## src/rtl/uart_pkg.sv

```systemverilog
// Shared encodings and helpers for the UART transmit framer.
package uart_pkg;

  localparam int MIN_DATA_BITS = 5;

  typedef enum logic [2:0] {
    PAR_NONE  = 3'b000,
    PAR_EVEN  = 3'b001,
    PAR_ODD   = 3'b010,
    PAR_MARK  = 3'b011,
    PAR_SPACE = 3'b100
  } parity_mode_t;

  typedef enum logic [2:0] {
    ST_IDLE,
    ST_SYNC,
    ST_START,
    ST_DATA,
    ST_PARITY,
    ST_STOP
  } tx_state_t;

  // Effective word width: requested width forced into [MIN_DATA_BITS, max_bits].
  function automatic logic [3:0] clamp_bits(input logic [3:0] req, input int max_bits);
    if (int'(req) < MIN_DATA_BITS) return 4'(MIN_DATA_BITS);
    if (int'(req) > max_bits) return 4'(max_bits);
    return req;
  endfunction

endpackage

```

## src/rtl/uart_parity_gen.sv

```systemverilog
// Combinational parity bit for the low n bits of a data word.
module uart_parity_gen
  import uart_pkg::*;
#(
  parameter int MAX_DATA_BITS = 9
) (
  input  logic [MAX_DATA_BITS-1:0] data,
  input  logic [3:0]               n,
  input  logic [2:0]               mode,
  output logic                     parity,
  output logic                     enable
);

  logic xor_bits;

  always_comb begin
    xor_bits = 1'b0;
    for (int i = 0; i < MAX_DATA_BITS; i++) begin
      if (i < int'(n)) xor_bits = xor_bits ^ data[i];
    end

    parity = 1'b0;
    enable = 1'b0;
    case (mode)
      PAR_EVEN:  begin parity = xor_bits;  enable = 1'b1; end
      PAR_ODD:   begin parity = ~xor_bits; enable = 1'b1; end
      PAR_MARK:  begin parity = 1'b1;      enable = 1'b1; end
      PAR_SPACE: begin parity = 1'b0;      enable = 1'b1; end
      default:   ;
    endcase
  end

endmodule

```

## src/rtl/uart_tx_framer.sv

```systemverilog
// UART transmit framer: start, 5..MAX data bits LSB-first, optional parity, 1/2 stop bits.
//
// state  | meaning
// IDLE   | line high, ready for a word
// SYNC   | word latched, waiting for the next bit_tick to align the start bit
// START  | start bit (low)
// DATA   | data bit idx_q
// PARITY | parity bit
// STOP   | stop bit(s), stop_cnt_q counts the second one
module uart_tx_framer
  import uart_pkg::*;
#(
  parameter int MAX_DATA_BITS = 9
) (
  input  logic                     clk,
  input  logic                     reset_n,
  input  logic [MAX_DATA_BITS-1:0] tx_data,
  input  logic                     tx_valid,
  output logic                     tx_ready,
  input  logic [3:0]               data_bits,
  input  logic [2:0]               parity_mode,
  input  logic                     stop_two,
  input  logic                     bit_tick,
  output logic                     tx,
  output logic                     busy,
  output logic                     frame_done
);

  localparam int IDX_W = $clog2(MAX_DATA_BITS);

  tx_state_t          state, state_d;
  logic [IDX_W-1:0]   idx_q, idx_d;
  logic               stop_cnt_q, stop_cnt_d;
  logic               tx_q, tx_d;
  logic               frame_done_q, done_d;

  logic [MAX_DATA_BITS-1:0] data_q;
  logic [3:0]               n_q;
  logic                     par_bit_q, par_en_q, stop_two_q;

  logic [3:0] n_in;
  logic       par_bit, par_en;
  logic       accept;
  logic       last_idx;

  assign n_in     = clamp_bits(data_bits, MAX_DATA_BITS);
  assign tx_ready = (state == ST_IDLE);
  assign accept   = tx_valid && tx_ready;
  assign last_idx = (idx_q == IDX_W'(n_q - 4'd1));

  uart_parity_gen #(
    .MAX_DATA_BITS(MAX_DATA_BITS)
  ) u_parity (
    .data  (tx_data),
    .n     (n_in),
    .mode  (parity_mode),
    .parity(par_bit),
    .enable(par_en)
  );

  always_ff @(posedge clk or negedge reset_n) begin
    if (!reset_n) begin
      state        <= ST_IDLE;
      idx_q        <= '0;
      stop_cnt_q   <= 1'b0;
      tx_q         <= 1'b1;
      frame_done_q <= 1'b0;
      data_q       <= '0;
      n_q          <= '0;
      par_bit_q    <= 1'b0;
      par_en_q     <= 1'b0;
      stop_two_q   <= 1'b0;
    end else begin
      state        <= state_d;
      idx_q        <= idx_d;
      stop_cnt_q   <= stop_cnt_d;
      tx_q         <= tx_d;
      frame_done_q <= done_d;
      if (accept) begin
        data_q     <= tx_data;
        n_q        <= n_in;
        par_bit_q  <= par_bit;
        par_en_q   <= par_en;
        stop_two_q <= stop_two;
      end
    end
  end

  always_comb begin
    state_d    = state;
    idx_d      = idx_q;
    stop_cnt_d = stop_cnt_q;
    done_d     = 1'b0;
    tx_d       = 1'b1;

    case (state)
      ST_IDLE:  if (accept) state_d = ST_SYNC;
      ST_SYNC:  if (bit_tick) state_d = ST_START;
      ST_START: begin
        if (bit_tick) begin
          state_d = ST_DATA;
          idx_d   = '0;
        end
      end
      ST_DATA: begin
        if (bit_tick) begin
          if (last_idx) begin
            idx_d      = '0;
            stop_cnt_d = 1'b0;
            state_d    = par_en_q ? ST_PARITY : ST_STOP;
          end else begin
            idx_d = idx_q + IDX_W'(1);
          end
        end
      end
      ST_PARITY: begin
        if (bit_tick) begin
          state_d    = ST_STOP;
          stop_cnt_d = 1'b0;
        end
      end
      ST_STOP: begin
        if (bit_tick) begin
          if (stop_cnt_q || !stop_two_q) begin
            state_d    = ST_IDLE;
            stop_cnt_d = 1'b0;
            done_d     = 1'b1;
          end else begin
            stop_cnt_d = 1'b1;
          end
        end
      end
      default: state_d = ST_IDLE;
    endcase

    // tx is registered, so it follows the state being entered
    case (state_d)
      ST_START:  tx_d = 1'b0;
      ST_DATA:   tx_d = data_q[idx_d];
      ST_PARITY: tx_d = par_bit_q;
      default:   tx_d = 1'b1;
    endcase
  end

  assign tx         = tx_q;
  assign busy       = (state != ST_IDLE);
  assign frame_done = frame_done_q;

endmodule
```

## config.mk

```make
export PLATFORM = sky130hd
export DESIGN_NAME = uart_tx_framer
export DESIGN_NICKNAME = d
export VERILOG_FILES = /design/src/rtl/uart_pkg.sv /design/src/rtl/uart_parity_gen.sv /design/src/rtl/uart_tx_framer.sv
export SDC_FILE = /design/constraint.sdc
export NUM_CORES = 1
export LEC_CHECK = 0
export CAP_MARGIN = 30
export CORE_MARGIN = 4
export CORE_UTILIZATION = 40
export DETAILED_ROUTE_END_ITERATION = 7
export DONT_BUFFER_PORTS = 1
export SYNTH_ARGS = -nofsm -noshare
export SYNTH_HDL_FRONTEND = slang
export SYNTH_SLANG_ARGS = --single-unit
```

## constraint.sdc

```tcl
create_clock -name clk -period 2.2 [get_ports clk]
set_input_delay 0.66 -clock clk [delete_from_list [all_inputs] [get_ports clk]]
set_output_delay 0.66 -clock clk [all_outputs]
set_load 0.02 [all_outputs]
```

==> out/metrics.cfg <==
[setup_path]
arrival_ns = 2.36
r2r_start = n_q[1]$_DFFE_PN0P_
critical_path_required_ns = 2.39
worst_setup_path_end_kind = flop
crit_fanout = 4
reg2reg_to = tx$_DFF_PN1_
path_class = reg2reg
path_cells = inv_1 > ha_2 > xor3_1 > nor3_2 > nand2_2 > a32o_2 > a311o_1 > o31ai_2
r2r_slack_ns = 0.04
critPathMaxStageDelay_ns = 0.40
r2r_cells = 8
crit_slowest_cell = dfrtp_1
start_kind = flop

[synthesis]
post_synth.cell_area_avg_sq_um = 10.1
syn_inst = 148
yosysWarnings = 0
syn-cell-area_sq_um = 1500
synth_nets = 171
synth_edf_count = 0
ys_seq_area_share_pct = 43.5
async_flop_share_pct = 100
synth_seq_cells = 26
synth.distinct_cells = 40
ys.flop_type = dfrtp_1

[timing]
fmax_ghz = 0.463
worst_pin_slew_ns = 0.438
fin_skew_ns = 0.00318
holdWs_ns = 0.0665
drv_slew = 0
fin_crit_ns = 2.16
finalSetupTns_ns = 0
setup_viol = 0
period_share_pct = 98.3
rsz0062_at_grt = true
finalHoldViolCount = 0
slew_headroom_pct = 70.8

[clock_tree]
clk_root_buffer_cell = clkbuf_8
cts_tree = built
clockBufferDepth = 2
cts_sinks = 26
htreeDepth = 1
cts_buffers = 3
clkTransAtPathRegs_ns = 0.09
clk_latency_ns = 0.27

[route]
via_per_inst = 5.45
met1Wirelength_um = 1240
met2_length_um = 1510
antenna_left = 0
routed_wl_um = 2920
drcViolationCount = 0
routed.top_layer = met4
post_drt_wl_per_cell_um = 14.5
dr.pass1.iters = 4
drt_iter0_markers = 44
dr_total_vias = 1100
wl_met3_um = 111

[floorplan]
die_w_um = 69.2
rows = 21
coreArea_sq_um = 3470
die_area_sq_um = 4790
initial_core_util_pct = 43.3
io_pins = 25
dieHeight_um = 69.2

[global_route]
grt_usage_pct = 12.5
grt_overflow_total = 0
antenna_found_initial = 0
grt_max_degree = 27
grt_pass1_vias = 1174
grt_pass1_wl_um = 4950

[outcome]
status = completed

[power_and_ir_drop]
p_per_area_nw_per_um2 = 1370
ir_drop_mv = 0.869
power_leakage_nw = 0.731

[layout]
area_delta_synth_final_pct = 12.3
fillers = 338
finalNetCount = 180
antennaDiodeCount = 0
drive_gt1_share_pct = 25.0

[placement]
dp_hpwl_um = 2220
port_buffers = 0
gp_congestion = 0.776

[worst_hold_path]
min_path_type = in2async

[job]
max_cap_violations = 0

==> registers in the layout, indices dropped and copies added, names as in the netlist <==
| signal | flops |
|---|---|
| data_q | 9 |
| idx_q | 4 |
| n_q | 4 |
| state | 3 |
| frame_done | 1 |
| par_bit_q | 1 |
| par_en_q | 1 |
| stop_cnt_q | 1 |
| stop_two_q | 1 |
| tx | 1 |
==> synthesized netlist by cell type, types with 2 or more instances <==
| cell type | n | share of area, % |
|---|---|---|
| a21o_2 | 2 | 1.2 |
| a32o_1 | 2 | 1.3 |
| ha_1 | 2 | 1.7 |
| nor2b_1 | 3 | 1.3 |
| o221ai_1 | 2 | 1.2 |
| clkbuf_1 | 4 | 1.0 |
| xor2_1 | 2 | 1.2 |
| a21oi_1 | 4 | 1.3 |
| nor2_1 | 10 | 2.5 |
| o21ai_0 | 4 | 1.3 |
| mux2i_1 | 6 | 4.0 |
| nand3b_1 | 2 | 1.0 |
| xnor2_1 | 10 | 5.8 |
| a21boi_0 | 2 | 1.0 |
| o31ai_1 | 3 | 1.5 |
| nor3_1 | 4 | 1.3 |
| dfrtp_1 | 25 | 42 |
| mux2_2 | 12 | 9.0 |
| o22ai_1 | 2 | 0.83 |
| nand3_1 | 6 | 2.0 |
| nand2_1 | 15 | 3.8 |
| nand2_2 | 2 | 0.83 |
| inv_1 | 7 | 1.8 |
==> worst max-delay path: cells and delay by family (launching register included) <==
kind / cells / cell delay, ns
AO/OA/AOI/OAI: 3 / 0.86
flip-flops: 1 / 0.40
XOR/XNOR: 1 / 0.22
adder cells (fa/ha/maj): 1 / 0.17
buffers and inverters: 1 / 0.07
AND/OR/NAND/NOR: 2 / 0.37
==> metrics by stage <==
stage	std cells	power, mW	setup slack [ns]	cell area (sq um)	util, %
after floorplan	148	1.66	0.0665	1500	-
after global placement	196	1.87	0.0614	1590	45.9
after detailed placement	196	1.91	-0.0459	1590	45.9
after CTS	202	2.27	0.0165	1670	48.1
after global routing	202	2.47	-0.0363	1690	48.6
final	202	2.31	0.0383	1690	48.6
==> cell families (layout without fill, tap and decap cells) <==
group                      count (synthesis)  count (layout)  share of synthesized area [%]
xor gates and xnor gates                  13              13                           8.59
DFF                                       26              26                           43.5
adders and majority gates                  2               2                           1.67
buffers and inverters                     12              20                           3.09
muxes                                     18              18                           13.0
AOI/OAI and AO/OA                         27              27                           13.5
and+or+nand+nor                           50              50                           16.7
==> report_power, final <==
group          switching [mW]  internal (mW)
Clock                   0.155          0.160
Combinational           0.532          0.611
Sequential              0.168          0.686
Total                   0.856           1.46
==> repair_timing <==
item | 4_1_cts | 5_1_grt
endpoints found under the setup margin | 1 | 2
gates resized for setup | 1 | 8
pin swaps | 4 | 8
setup buffers | 2 | 0
hold buffers | 0 | 0
==> per-layer routing <==
layer  up-vias  global-route usage, %
met2        18                   21.9
met1       530                   14.6
met4         0                   6.07
met3         7                   2.32
li1        545                      -
met5         -                      0
==> cells in the final DEF, fill, tap and decap left out, drive strengths merged, types with 4 or more instances in the layout <==
cell type | Yosys | layout
nand3 | 6 | 6
xnor2 | 10 | 10
o21ai | 4 | 4
inv | 7 | 7
buf | 1 | 9
clkbuf | 4 | 4
nand2 | 17 | 17
dfrtp | 25 | 25
nor2 | 10 | 10
nor3 | 5 | 5
a21oi | 4 | 4
mux2 | 12 | 12
mux2i | 6 | 6
==> worst max-delay path by stage <==
stage	start	cells past startpoint	slack [ns]	endpoint
finish	n_q[1]$_DFFE_PN0P_	8	0.04	tx$_DFF_PN1_
global route	n_q[1]$_DFFE_PN0P_	10	-0.04	tx$_DFF_PN1_
CTS	n_q[0]$_DFFE_PN0P_	10	0.02	tx$_DFF_PN1_
detailed placement	n_q[0]$_DFFE_PN0P_	10	-0.05	tx$_DFF_PN1_
global placement	n_q[0]$_DFFE_PN0P_	8	0.06	tx$_DFF_PN1_
floorplan	bit_tick	8	0.07	tx$_DFF_PN1_
==> final cells by class <==
type / instances / area, sq um / area share, %
sequential: 26 / 652 / 38.7
multi-input combinational: 110 / 827 / 49.1
tap: 46 / 57.6 / 3.41
clock buffer: 4 / 55.1 / 3.27
timing repair buffer: 9 / 67.6 / 4.01
inverter: 7 / 26.3 / 1.56
Power figures use the tool's default switching activity.
